### config.mk
export PLATFORM = sky130hd
export DESIGN_NAME = bus_arbiter_rr4
export DESIGN_NICKNAME = d
export VERILOG_FILES = /design/src/rtl/bus_pkg.sv /design/src/rtl/rr_pick4.sv /design/src/rtl/bus_arbiter_rr4.sv
export SDC_FILE = /design/constraint.sdc
export NUM_CORES = 1
export LEC_CHECK = 0
export CORE_MARGIN = 3
export CORE_UTILIZATION = 35
export DETAILED_ROUTE_END_ITERATION = 6
export PLACE_DENSITY = 0.66
export SLEW_MARGIN = 20
export SYNTH_ARGS = -nofsm -noshare
export SYNTH_HDL_FRONTEND = slang
export SYNTH_SLANG_ARGS = --single-unit
### constraint.sdc
create_clock -name clk -period 1.5 [get_ports clk]
set_input_delay 0.15 -clock clk [delete_from_list [all_inputs] [get_ports clk]]
set_output_delay 0.15 -clock clk [all_outputs]
set_load 0.01 [all_outputs]
### src/rtl/bus_pkg.sv
// rtl/bus_pkg.sv - shared types and constants for the round-robin bus arbiter
// Purpose: arbiter state encoding, master count, index width and the reset
//          value of the last-granted index.
// Ports:   none (package).
package bus_pkg;

  localparam int NUM_MASTERS = 4;
  localparam int IDX_W       = 2;

  // Starting from 3 makes master 0 the first candidate after reset.
  localparam logic [IDX_W-1:0] LAST_IDX_RST = 2'd3;

  typedef enum logic [1:0] {
    IDLE  = 2'd0,
    GRANT = 2'd1,
    TURN  = 2'd2
  } state_t;

endpackage

### src/rtl/rr_pick4.sv
// rtl/rr_pick4.sv - combinational four-way round-robin winner selection
// Purpose: searches req upward from (last_idx+1) mod 4 with wrap-around and
//          reports the first requesting index.
// Ports:   req      in  [3:0] per-master requests
//          last_idx in  [1:0] most recently released master
//          winner   out [1:0] selected master (0 when nobody requests)
//          any_req  out       at least one request is set
module rr_pick4
  import bus_pkg::*;
(
  input  logic [NUM_MASTERS-1:0] req,
  input  logic [IDX_W-1:0]       last_idx,
  output logic [IDX_W-1:0]       winner,
  output logic                   any_req
);

  logic [IDX_W-1:0] cand;
  logic             found;

  always_comb begin
    winner  = '0;
    found   = 1'b0;
    cand    = '0;
    any_req = |req;
    // Offsets 1..4; offset 4 wraps back to last_idx itself, so a lone
    // requester that was just released can still win.
    for (int i = 1; i <= NUM_MASTERS; i++) begin
      cand = last_idx + IDX_W'(i);
      if (!found && req[cand]) begin
        winner = cand;
        found  = 1'b1;
      end
    end
  end

endmodule

### src/rtl/bus_arbiter_rr4.sv
// rtl/bus_arbiter_rr4.sv - four-master round-robin bus arbiter with tenure limit
// Purpose: grants a shared bus to one master at a time, revokes a grant after
//          MAX_HOLD cycles when others wait, and inserts TURNAROUND idle
//          cycles between owners so the downstream select decoder tri-states.
// Ports:   clk       in        system clock, rising edge
//          rst       in        asynchronous active-high reset
//          req       in  [3:0] per-master bus requests
//          grant_idx out [1:0] granted master index (decoder select)
//          grant_en  out       grant valid (decoder enable)
//          grant_oh  out [3:0] one-hot grant, zero while grant_en=0
//          preempt   out       one-cycle pulse when MAX_HOLD revokes a grant
module bus_arbiter_rr4
  import bus_pkg::*;
#(
  parameter int MAX_HOLD   = 16,
  parameter int TURNAROUND = 1
) (
  input  logic                   clk,
  input  logic                   rst,
  input  logic [NUM_MASTERS-1:0] req,
  output logic [IDX_W-1:0]       grant_idx,
  output logic                   grant_en,
  output logic [NUM_MASTERS-1:0] grant_oh,
  output logic                   preempt
);

  localparam int HOLD_W = (MAX_HOLD > 1) ? $clog2(MAX_HOLD) : 1;
  localparam int TURN_W = $clog2(TURNAROUND + 1);

  localparam logic [HOLD_W-1:0] HOLD_LAST = HOLD_W'(MAX_HOLD - 1);
  localparam logic [TURN_W-1:0] TURN_LAST = TURN_W'(TURNAROUND - 1);

  state_t                   state;
  logic [HOLD_W-1:0]        hold_cnt;
  logic [TURN_W-1:0]        turn_cnt;
  logic [IDX_W-1:0]         last_idx;

  logic [IDX_W-1:0]         winner;
  logic                     any_req;
  logic [NUM_MASTERS-1:0]   win_oh;
  logic                     others_req;
  logic                     owner_req;

  // One picker serves both the IDLE pick and the TURN-exit pick; last_idx
  // is already updated at release, so both use the same register.
  rr_pick4 u_pick (
    .req      (req),
    .last_idx (last_idx),
    .winner   (winner),
    .any_req  (any_req)
  );

  assign win_oh     = NUM_MASTERS'(1) << winner;
  assign owner_req  = req[grant_idx];
  // grant_oh marks the current owner while in GRANT, so masking it leaves
  // only the competing masters.
  assign others_req = |(req & ~grant_oh);

  always_ff @(posedge clk or posedge rst) begin
    if (rst) begin
      state     <= IDLE;
      grant_en  <= 1'b0;
      grant_oh  <= '0;
      grant_idx <= '0;
      preempt   <= 1'b0;
      hold_cnt  <= '0;
      turn_cnt  <= '0;
      last_idx  <= LAST_IDX_RST;
    end else begin
      preempt <= 1'b0;
      case (state)
        IDLE: begin
          if (any_req) begin
            grant_idx <= winner;
            grant_oh  <= win_oh;
            grant_en  <= 1'b1;
            hold_cnt  <= '0;
            state     <= GRANT;
          end
        end

        GRANT: begin
          if (!owner_req || (hold_cnt == HOLD_LAST && others_req)) begin
            // grant_idx is left untouched so the decoder select stays
            // stable while the bus is released.
            grant_en <= 1'b0;
            grant_oh <= '0;
            last_idx <= grant_idx;
            turn_cnt <= '0;
            preempt  <= owner_req;
            state    <= TURN;
          end else if (hold_cnt != HOLD_LAST) begin
            hold_cnt <= hold_cnt + HOLD_W'(1);
          end
        end

        TURN: begin
          if (turn_cnt == TURN_LAST) begin
            if (any_req) begin
              grant_idx <= winner;
              grant_oh  <= win_oh;
              grant_en  <= 1'b1;
              hold_cnt  <= '0;
              state     <= GRANT;
            end else begin
              state <= IDLE;
            end
          end else begin
            turn_cnt <= turn_cnt + TURN_W'(1);
          end
        end

        default: begin
          state    <= IDLE;
          grant_en <= 1'b0;
          grant_oh <= '0;
        end
      endcase
    end
  end

endmodule
==> results.ini <==
[outcome]
run_status=finished with violations
violated_checks=negative setup slack

[synth]
yosys_register_bits=16
synth_cells=81
synth_area_sq_um=913.4
dominantRegCellSynth=sky130_fd_sc_hd__dfrtp_1
synth_enable_flop_cells=0
netlist-cell-type-count=38
synth_warnings=0
post_synth.cell_area_avg_sq_um=11.28
synth_nets=88
async_flop_share_pct=100.0
part_of_the_yosys_area_used_for_sequential_elements_pct=44.11

[floorplanning]
core-area_sq_mm=0.002340
rows=17
initial_core_util_pct=39.04
die-height_um=57.09
ioPinCount=14
die_width_um=57.09
fp.dieArea_sq_mm=0.003259

[cells_and_area]
antenna_cells=0
layout.nets=122
finish.instance_area_sq_mm=0.001270
final_common_cell=sky130_fd_sc_hd__buf_4
final_cell_count_no_fill=142
most-common-layout-cells=19 x sky130_fd_sc_hd__buf_4, 13 x sky130_fd_sc_hd__dfrtp_1, 7 x sky130_fd_sc_hd__nor2b_1, 7 x sky130_fd_sc_hd__clkdlybuf4s50_1, 5 x sky130_fd_sc_hd__o21ai_0
fraction_of_final_layout_cells_sized_beyond_drive_strength_1_pct=35.09
synthToLayoutAreaGrowth_pct=39.04

[global_routing]
met2_usage_in_global_routing_pct=22.35
grt_use_met1_pct=17.46
grt_pass1_wl_mm=3.505
antenna_found_initial=0
use_met3_pct=3.846
number_of_global_route_vias_before_repair=755
overall_global_routing_resource_usage_pct=13.66
grt.busiest_layer=met2
largest_net_degree_at_the_start_of_global_routing=11
overflow=0

[worst_setup_path]
worst-endpoint-arrival_ns=1.77
worst_ep_required_time_ns=1.67
r2r_slack_ns=-0.10
cp_max_fo=5
path_class=flop to flop
rr_startpoint=state[1]
reg2reg_depth=5
start_kind=flop
timing.critical_path.to_type=flop
r2r-end=hold_cnt[3]

[sta]
final_hold_viol_count=0
setup-violations-final=7
worst_slew_margin_rel_pct=57.14
final.setup.worst_slack_ns=-0.1029
layout_worst_path_cycle_share_pct=106.9
clock.fmax_ghz=0.6239
maxSlewViolCount=0
timing.clock.skew_ns=0.003377
worstMarginPinSlew_ns=0.6349
setup_repair_after_global_routing_missed_its_margin=true
setup_total_negative_slack_ns=-0.2499
period_minus_slack_ns=1.603

[drt]
ant_nets=0
route.detailed.drc=0
initialDrtViolationCount=10
vias_per_cell=5.246
drt_first_pass_iters=4
postRouteWirelength_mm=2.090
route.detailed.wl_per_inst_um=14.72
vias_post_dr=745

[clock_network]
clock_sinks=16
cts-root-to-sink-buffers=2
cts.root.buffer_cell=sky130_fd_sc_hd__clkbuf_4
clk_pin_slew_ns=0.10
numCtsBuffers=3
cts_hold_repair.buffers=0
worst_skew_pair.late_latency_ns=0.28
cts_htree_levels=1
clock_tree_from_tritoncts=built

[pwr]
power.density_cell_area_mw_per_mm2=1871
p_leak_nw=0.5944
post-layout-total-power_mw=2.376
max_rail_drop_vdd_uv=1067

[hold_path]
worstHoldPathType=primary input to async pin

[placed_design]
post_dp_cell_area_sq_mm=0.001201
globalplace.congestion=0.8286
post-dp-hpwl_mm=1.604
placement.io_buffers=13
dpl.cell_count=137

[job]
timing.max_cap.violations=0

critical path, cell delays in order (launching register included):
cell	delay [ns]
sky130_fd_sc_hd__dfrtp_1	0.39
sky130_fd_sc_hd__or3b_1	0.38
sky130_fd_sc_hd__o22a_2	0.23
sky130_fd_sc_hd__buf_4	0.15
sky130_fd_sc_hd__o311ai_4	0.23
sky130_fd_sc_hd__o41ai_2	0.11
metal layers:
metal	vias up	share of wire [%]	routed length (um)
li1	371	-	-
met4	0	0.48	10
met5	-	0	0
met1	359	48	998
met3	2	4.1	85
met2	13	48	996
logic make-up after synthesis:
kind of cell	after synthesis	share of synthesized area, %
simple gates	26	18.22
flops	16	44.11
buf+inv	6	3.835
fa+ha+maj	1	1.370
compound gates	27	26.58
mux	5	5.890
state kept, by name, summed over array words and instances, names as in the netlist:
signal and count:
hold_cnt 4, last_idx 2, grant_en 1, state 2, grant_idx 2, preempt 1, grant_oh 4
final cells by class:
type	instances	area (sq um)
clock buffer	4	36.28
fill	222	1070
inverter	3	11.26
multi-input combinational	59	510.5
sequential	16	404.1
tap	28	35.03
timing repair buffer	32	272.8
through the flow:
step,utilization (%),setup slack [ns],hold slack (ns)
6_report,54.28,-0.1029,0.1366
5_1_grt,54.28,-0.1762,0.1801
4_1_cts,53.64,-0.1053,0.1457
3_5_place_dp,51.34,-0.3769,0.4600
3_3_place_gp,51.34,-0.3848,0.4389
2_1_floorplan,-,-0.04740,0.06224
where the power goes:
part / total, mW / internal (mW) / leakage, nW / switching, mW
registers: 0.770 / 0.626 / 0.201 / 0.144
logic: 1.32 / 0.730 / 0.372 / 0.587
clock network: 0.289 / 0.148 / 0.0210 / 0.142
total: 2.38 / 1.50 / 0.594 / 0.872
worst max-delay path by stage:
stage,from,to,slack [ns],cells past startpoint
2_1_floorplan,grant_idx[1],hold_cnt[3],-0.05,5
3_3_place_gp,req[3],last_idx[1],-0.38,5
3_5_place_dp,req[0],last_idx[1],-0.38,5
4_1_cts,state[1],hold_cnt[3],-0.11,5
5_1_grt,state[1],hold_cnt[3],-0.18,5
6_report,state[1],hold_cnt[3],-0.10,5
timing repair:
| action | CTS | global route |
|---|---|---|
| gates resized for setup | 8 | 4 |
| endpoints found under the setup margin | 12 | 12 |
| setup buffers | 1 | 0 |
| pin swaps | 4 | 0 |
cells in the mapped netlist, types with 2 or more instances:
master	instances	area, sq um
sky130_fd_sc_hd__nor2b_1	7	43.79
sky130_fd_sc_hd__a21o_1	3	22.52
sky130_fd_sc_hd__dfrtp_1	14	350.3
sky130_fd_sc_hd__nor2_1	3	11.26
sky130_fd_sc_hd__nand3b_1	2	15.01
sky130_fd_sc_hd__inv_1	3	11.26
sky130_fd_sc_hd__nand2b_1	3	18.77
sky130_fd_sc_hd__o2bb2ai_1	2	17.52
sky130_fd_sc_hd__o21ai_1	2	10.01
sky130_fd_sc_hd__mux2_1	2	22.52
sky130_fd_sc_hd__mux2i_1	2	20.02
sky130_fd_sc_hd__nand3_1	2	10.01
sky130_fd_sc_hd__a22o_1	2	17.52
sky130_fd_sc_hd__or2_1	2	12.51
sky130_fd_sc_hd__o211ai_1	3	22.52
sky130_fd_sc_hd__o21ai_0	6	30.03
sky130_fd_sc_hd__dfstp_2	2	52.55
Power figures use the tool's default switching activity.
==> patch 1: new RTL, same settings <==
Make the reset (`rst`) synchronous in one clocked block. Comments in the files are not updated.
--- a/src/rtl/bus_arbiter_rr4.sv
+++ b/src/rtl/bus_arbiter_rr4.sv
@@ -58,3 +58,3 @@
 
-  always_ff @(posedge clk or posedge rst) begin
+  always_ff @(posedge clk) begin
     if (rst) begin
Function: differs if rst is asserted again (counterexample within 4 cycles, from zero or initial values and one cycle with rst high); with rst held inactive, the same outputs for 10 cycles.
==> patch 1 against the original RTL <==
The flow still finishes with violations (negative setup slack). Wire length is 0.62% lower. Sequential share of layout area is 5.7 points lower. Sequential cell count stayed put. Synthesized area is 3.7% lower. Die area is 3.3% lower. Worst setup slack better by 0.065 ns. Register-to-register slack better by 0.07 ns. Final area is 2.6% lower.
Power is not compared: it rests on default switching activity, and its combinational part moved more than twofold at a synthesized area within 25%.
==> patch 1: results <==
[pwr]
p_leak_nw = 0.478
peakVddDrop_mv = 0.617
intPower_w = 0.000782

[placement]
numPortBuffers = 13
placed_cells = 152
dp_hpwl_um = 1580
gp_congestion = 0.806
dp_slack_ns = -0.389
placed_area_sq_um = 1160

[worst_hold_path]
holdCritPathClass = "reg -> reg"

[clock_tree]
ctsLongestPathBuffers = 2
root_buffer = "clkbuf_4"
cts_made_buffers = 3
htree_levels = 1
cts_hold_buf = 0
clkLatencyLatePin_ns = 0.30
clk_pin_slew_worst_paths_ns = 0.10

[status]
violations = "negative setup slack"
status = "finished, violations left"

[global_routing]
groute.usage.overall_pct = 14.1
antenna_found_initial = 0
grt_pass1_vias = 782
grt_pass1_wl_um = 3470
grt_max_degree = 14
overflow = 0

[sta]
setup_ws_ns = -0.0377
skew_ns = 0.00729
finalSetupViolCount = 4
relSlewSlack_pct = 75.0

[yosys]
synthArstFlopShare_pct = 0
yosys_warnings = 0
synth_area_per_cell_sq_um = 9.07
ys_seq_area_share_pct = 36.4
synth_nets = 104
yosys.cell_types.count = 38
yosys-top-cells-count = "16 x dfxtp_1, 12 x nor2_1, 6 x nand2b_1, 6 x nand3_1, 6 x nor2b_1"
synthTopCellsByArea = "dfxtp_1 36%, nor2_1 5.1%, mux2i_1 4.6%"

[worst_setup_path]
cp.arrival_ns = 1.73
path_max_fanout = 4

[route]
wl_met2_um = 942
wl_met3_um = 76
first_pass_iters = 4
wire_per_inst_um = 13.2
highest_layer = "met4"
dr.first_iter.drc_count = 23
wl_met1_um = 1010
vias = 823

[finish]
fillerInstances = 213
final_cells = 157
final_layout_size_suffix_gt1_share_pct = 24.8
nNetsFinal = 137
diodes = 0
reg.largest.list = "grant_oh x4, hold_cnt x4"
patch 1: cell types whose count changed in the layout (fill, tap and decap cells not counted), sizes merged, moves of 4 or more:
cell | before | now
dfxtp | 0 | 16
dfrtp | 14 | 0
o21ai | 10 | 0
nor2 | 3 | 12
clkdlybuf4s50 | 7 | 13
nand4 | 0 | 5
dlygate4sd2 | 4 | 0
nand3 | 2 | 6
patch 1: area by class of cell:
type / count / area share [%]
well taps: 28 / 2.83
inverters: 3 / 0.910
clock buffers: 4 / 2.93
repair buffers: 31 / 21.4
flip-flops and latches: 16 / 26.1
multi-input cells: 75 / 45.8
patch 1: layer usage:
layer  GRT usage, %  up-vias
li1               -      422
met1           18.0      385
met2           20.5       11
met3           5.10        5
met4           7.12        0
met5              0        -
patch 1: path summary, 6_finish.rpt:
check | startpoint | endpoint | slack (ns) | cells after the start
setup / recovery | req[3] | hold_cnt[0] | -0.04 | 4
hold / removal | hold_cnt[1] | hold_cnt[1] | 0.50 | 2
setup reg to reg | grant_idx[0] | hold_cnt[0] | -0.03 | 3
hold reg to reg | hold_cnt[1] | hold_cnt[1] | 0.50 | 2
patch 1: cell families after synthesis:
kind of cell	synth area share, %
muxes	8.39
xor gates and xnor gates	1.99
adders and majority gates	1.42
and+or+nand+nor	30.4
DFF	36.4
AOI/OAI and AO/OA	18.6
buffers and inverters	2.70
patch 1: power by group through the flow:
stage	logic (W)	registers [W]	clock network (W)
global placement	0.000292	0.000505	0
CTS	0.000307	0.000496	0.000303
floorplan	0.000154	0.000502	0
global route	0.000345	0.000503	0.000322
finish	0.000319	0.000498	0.000293
detailed placement	0.000296	0.000506	0
patch 1: through the flow:
stage	hold slack (ns)	power, W	setup TNS [ns]	util, %
2_1_floorplan	0.373	0.000656	-0.0822	-
3_3_place_gp	0.477	0.000798	-3.77	50.5
3_5_place_dp	0.493	0.000802	-4.25	50.5
4_1_cts	0.507	0.00111	-0.0441	52.6
5_1_grt	0.564	0.00117	-0.529	53.9
6_report	0.497	0.00111	-0.120	53.9
patch 1: what timing repair did:
item	CTS	global route
endpoints found under the hold margin	0	0
pin swaps	1	0
setup buffers	1	0
resized for setup	1	5
setup endpoints to repair	3	14
patch 1: critical path, stage by stage:
cell,delay (ns)
clkdlybuf4s50_1,0.49
mux4_2,0.59
a31oi_4,0.19
mux2_4,0.32
==> patch 2: new RTL, same settings <==
Without the edit above. Change the package constant `NUM_MASTERS` from 4 to 6.
--- a/src/rtl/bus_pkg.sv
+++ b/src/rtl/bus_pkg.sv
@@ -6,3 +6,3 @@
 
-  localparam int NUM_MASTERS = 4;
+  localparam int NUM_MASTERS = 6;
   localparam int IDX_W       = 2;
Interface: changed (resized grant_oh and req); port bits go from 14 to 18. The function was not compared with the original's and may differ.
==> patch 2 against the original RTL <==
The flow still finishes with violations (negative setup slack). Synthesized area is 4.5% lower. Global-route usage is 1.6 points higher. First-iteration DRC count is 90% higher. Final area is 5.1% higher. Sequential cell count stayed put. Worst setup slack better by 0.016 ns. Wire length is 8.4% higher. Power is 0.94% lower. Die area is 4.1% lower. Sequential power is 1% lower. Critical endpoint is now grant_oh[0]. Largest cell class unchanged.
==> patch 2: results <==
[status]
status = "finished, violations left"
violations = "negative setup slack"

[sta]
fin_setup_tns_ns = -0.382
setup_ws_ns = -0.0873
period_needed_ns = 1.59
finalSetupViolCount = 9
skew_ns = 0.00260

[worst_setup_path]
path_max_fanout = 4
r2r_end = "grant_oh[0]"
critPathSlowestCell = "mux4_2"
rr_startpoint = "grant_idx[0]"
r2r_cells = 5
slowest_delay_ns = 0.53

[pwr]
peakVddDrop_mv = 0.987
p_switching_w = 0.000901
p_leak_nw = 0.646

[clock_tree]
ctsLongestPathBuffers = 2
root_buffer = "clkbuf_4"
clkLatencyLatePin_ns = 0.29
clk_pin_slew_worst_paths_ns = 0.09
htree_levels = 1

[route]
drt-total-wl_um = 2270
viasPerCell = 5.08
first_pass_iters = 4
dr.first_iter.drc_count = 19
wire_per_inst_um = 14.6

[global_routing]
grt_pass1_vias = 813
groute.usage.overall_pct = 15.3
antenna_found_initial = 0
grt_max_degree = 17
grt_pass1_wl_um = 3770

[placement]
gp_congestion = 0.780
numPortBuffers = 15
dp_slack_ns = -0.450
placed_cells = 149
placed_area_sq_um = 1210
dp_hpwl_um = 1660

[finish]
diodes = 0
final_layout_size_suffix_gt1_share_pct = 40.9
reg.largest.list = "grant_oh x4, hold_cnt x4"
fillerInstances = 199
nNetsFinal = 137

[yosys]
synthTopCellsByArea = "dfrtp_1 40%, dfstp_2 6.0%, nand2_1 4.7%"
synth_area_per_cell_sq_um = 10.0
yosys_warnings = 0
yosys-top-cells-count = "14 x dfrtp_1, 11 x nand2_1, 5 x inv_1, 5 x nand3_1"
yosys.cell_types.count = 36
synthArstFlopShare_pct = 100
ys_seq_area_share_pct = 46.2

[worst_hold_path]
holdCritPathClass = "in -> async"
==> patch 2: layout make-up <==
type	instances	area [sq um]	area share, %
Tap cell	28	35.0	2.62
Clock buffer	4	26.3	1.97
Multi-Input combinational cell	64	527	39.5
Timing Repair Buffer	38	325	24.4
Sequential cell	16	403	30.2
Inverter	5	18.8	1.41
==> patch 2: metal layers <==
metal | vias to the layer above | global-route usage [%] | wire, um
met1 | 378 | 19.6 | 1010
met3 | 3 | 5.10 | 90
met5 | - | 0 | 0
met2 | 20 | 24.0 | 1150
li1 | 387 | - | -
met4 | 0 | 5.42 | 10
==> patch 2: kinds of logic (layout without fill, tap and decap cells) <==
kind of cell	count (synthesis)	count (layout)	share of synthesized area, %
simple gates	36	36	22.0
compound gates	21	21	18.5
flops	16	16	46.2
buf+inv	8	47	5.16
mux	4	4	6.31
fa+ha+maj	1	1	1.43
other cells	1	2	0.430
==> patch 2: power groups by stage <==
| stage | Clock, W | Combinational (W) | Sequential [W] |
|---|---|---|---|
| after global routing | 0.000266 | 0.00148 | 0.000786 |
| after detailed placement | 0 | 0.00117 | 0.000758 |
| after floorplan | 0 | 0.000574 | 0.000795 |
| final | 0.000238 | 0.00136 | 0.000760 |
| after global placement | 0 | 0.00114 | 0.000747 |
| after CTS | 0.000243 | 0.00125 | 0.000756 |
==> patch 2: worst max path at each step <==
stage | end | startpoint | slack (ns)
after CTS | grant_oh[2] | grant_idx[0] | -0.10
final | grant_oh[0] | grant_idx[0] | -0.09
after global placement | last_idx[1] | req[1] | -0.41
after global routing | grant_oh[0] | grant_idx[0] | -0.16
after detailed placement | last_idx[0] | req[1] | -0.45
after floorplan | grant_oh[2] | grant_idx[0] | -0.09
==> patch 2: stage by stage <==
stage | total power (W) | hold WS, ns
6_report | 0.00235 | 0.152
4_1_cts | 0.00225 | 0.153
3_5_place_dp | 0.00193 | 0.471
5_1_grt | 0.00253 | 0.174
2_1_floorplan | 0.00137 | 0.0623
3_3_place_gp | 0.00189 | 0.470
==> patch 2: repair_timing <==
item | CTS | global route
endpoints found under the setup margin | 13 | 17
gates resized for setup | 12 | 14
hold buffers | 0 | 0
pin swaps | 5 | 7
setup buffers | 1 | 1
==> patch 2: worst max-delay path: cells and delay by family (launching register included) <==
family             cells  cell delay, ns
muxes                  1            0.53
DFF                    1            0.38
AOI/OAI and AO/OA      2            0.33
and+or+nand+nor        2            0.25
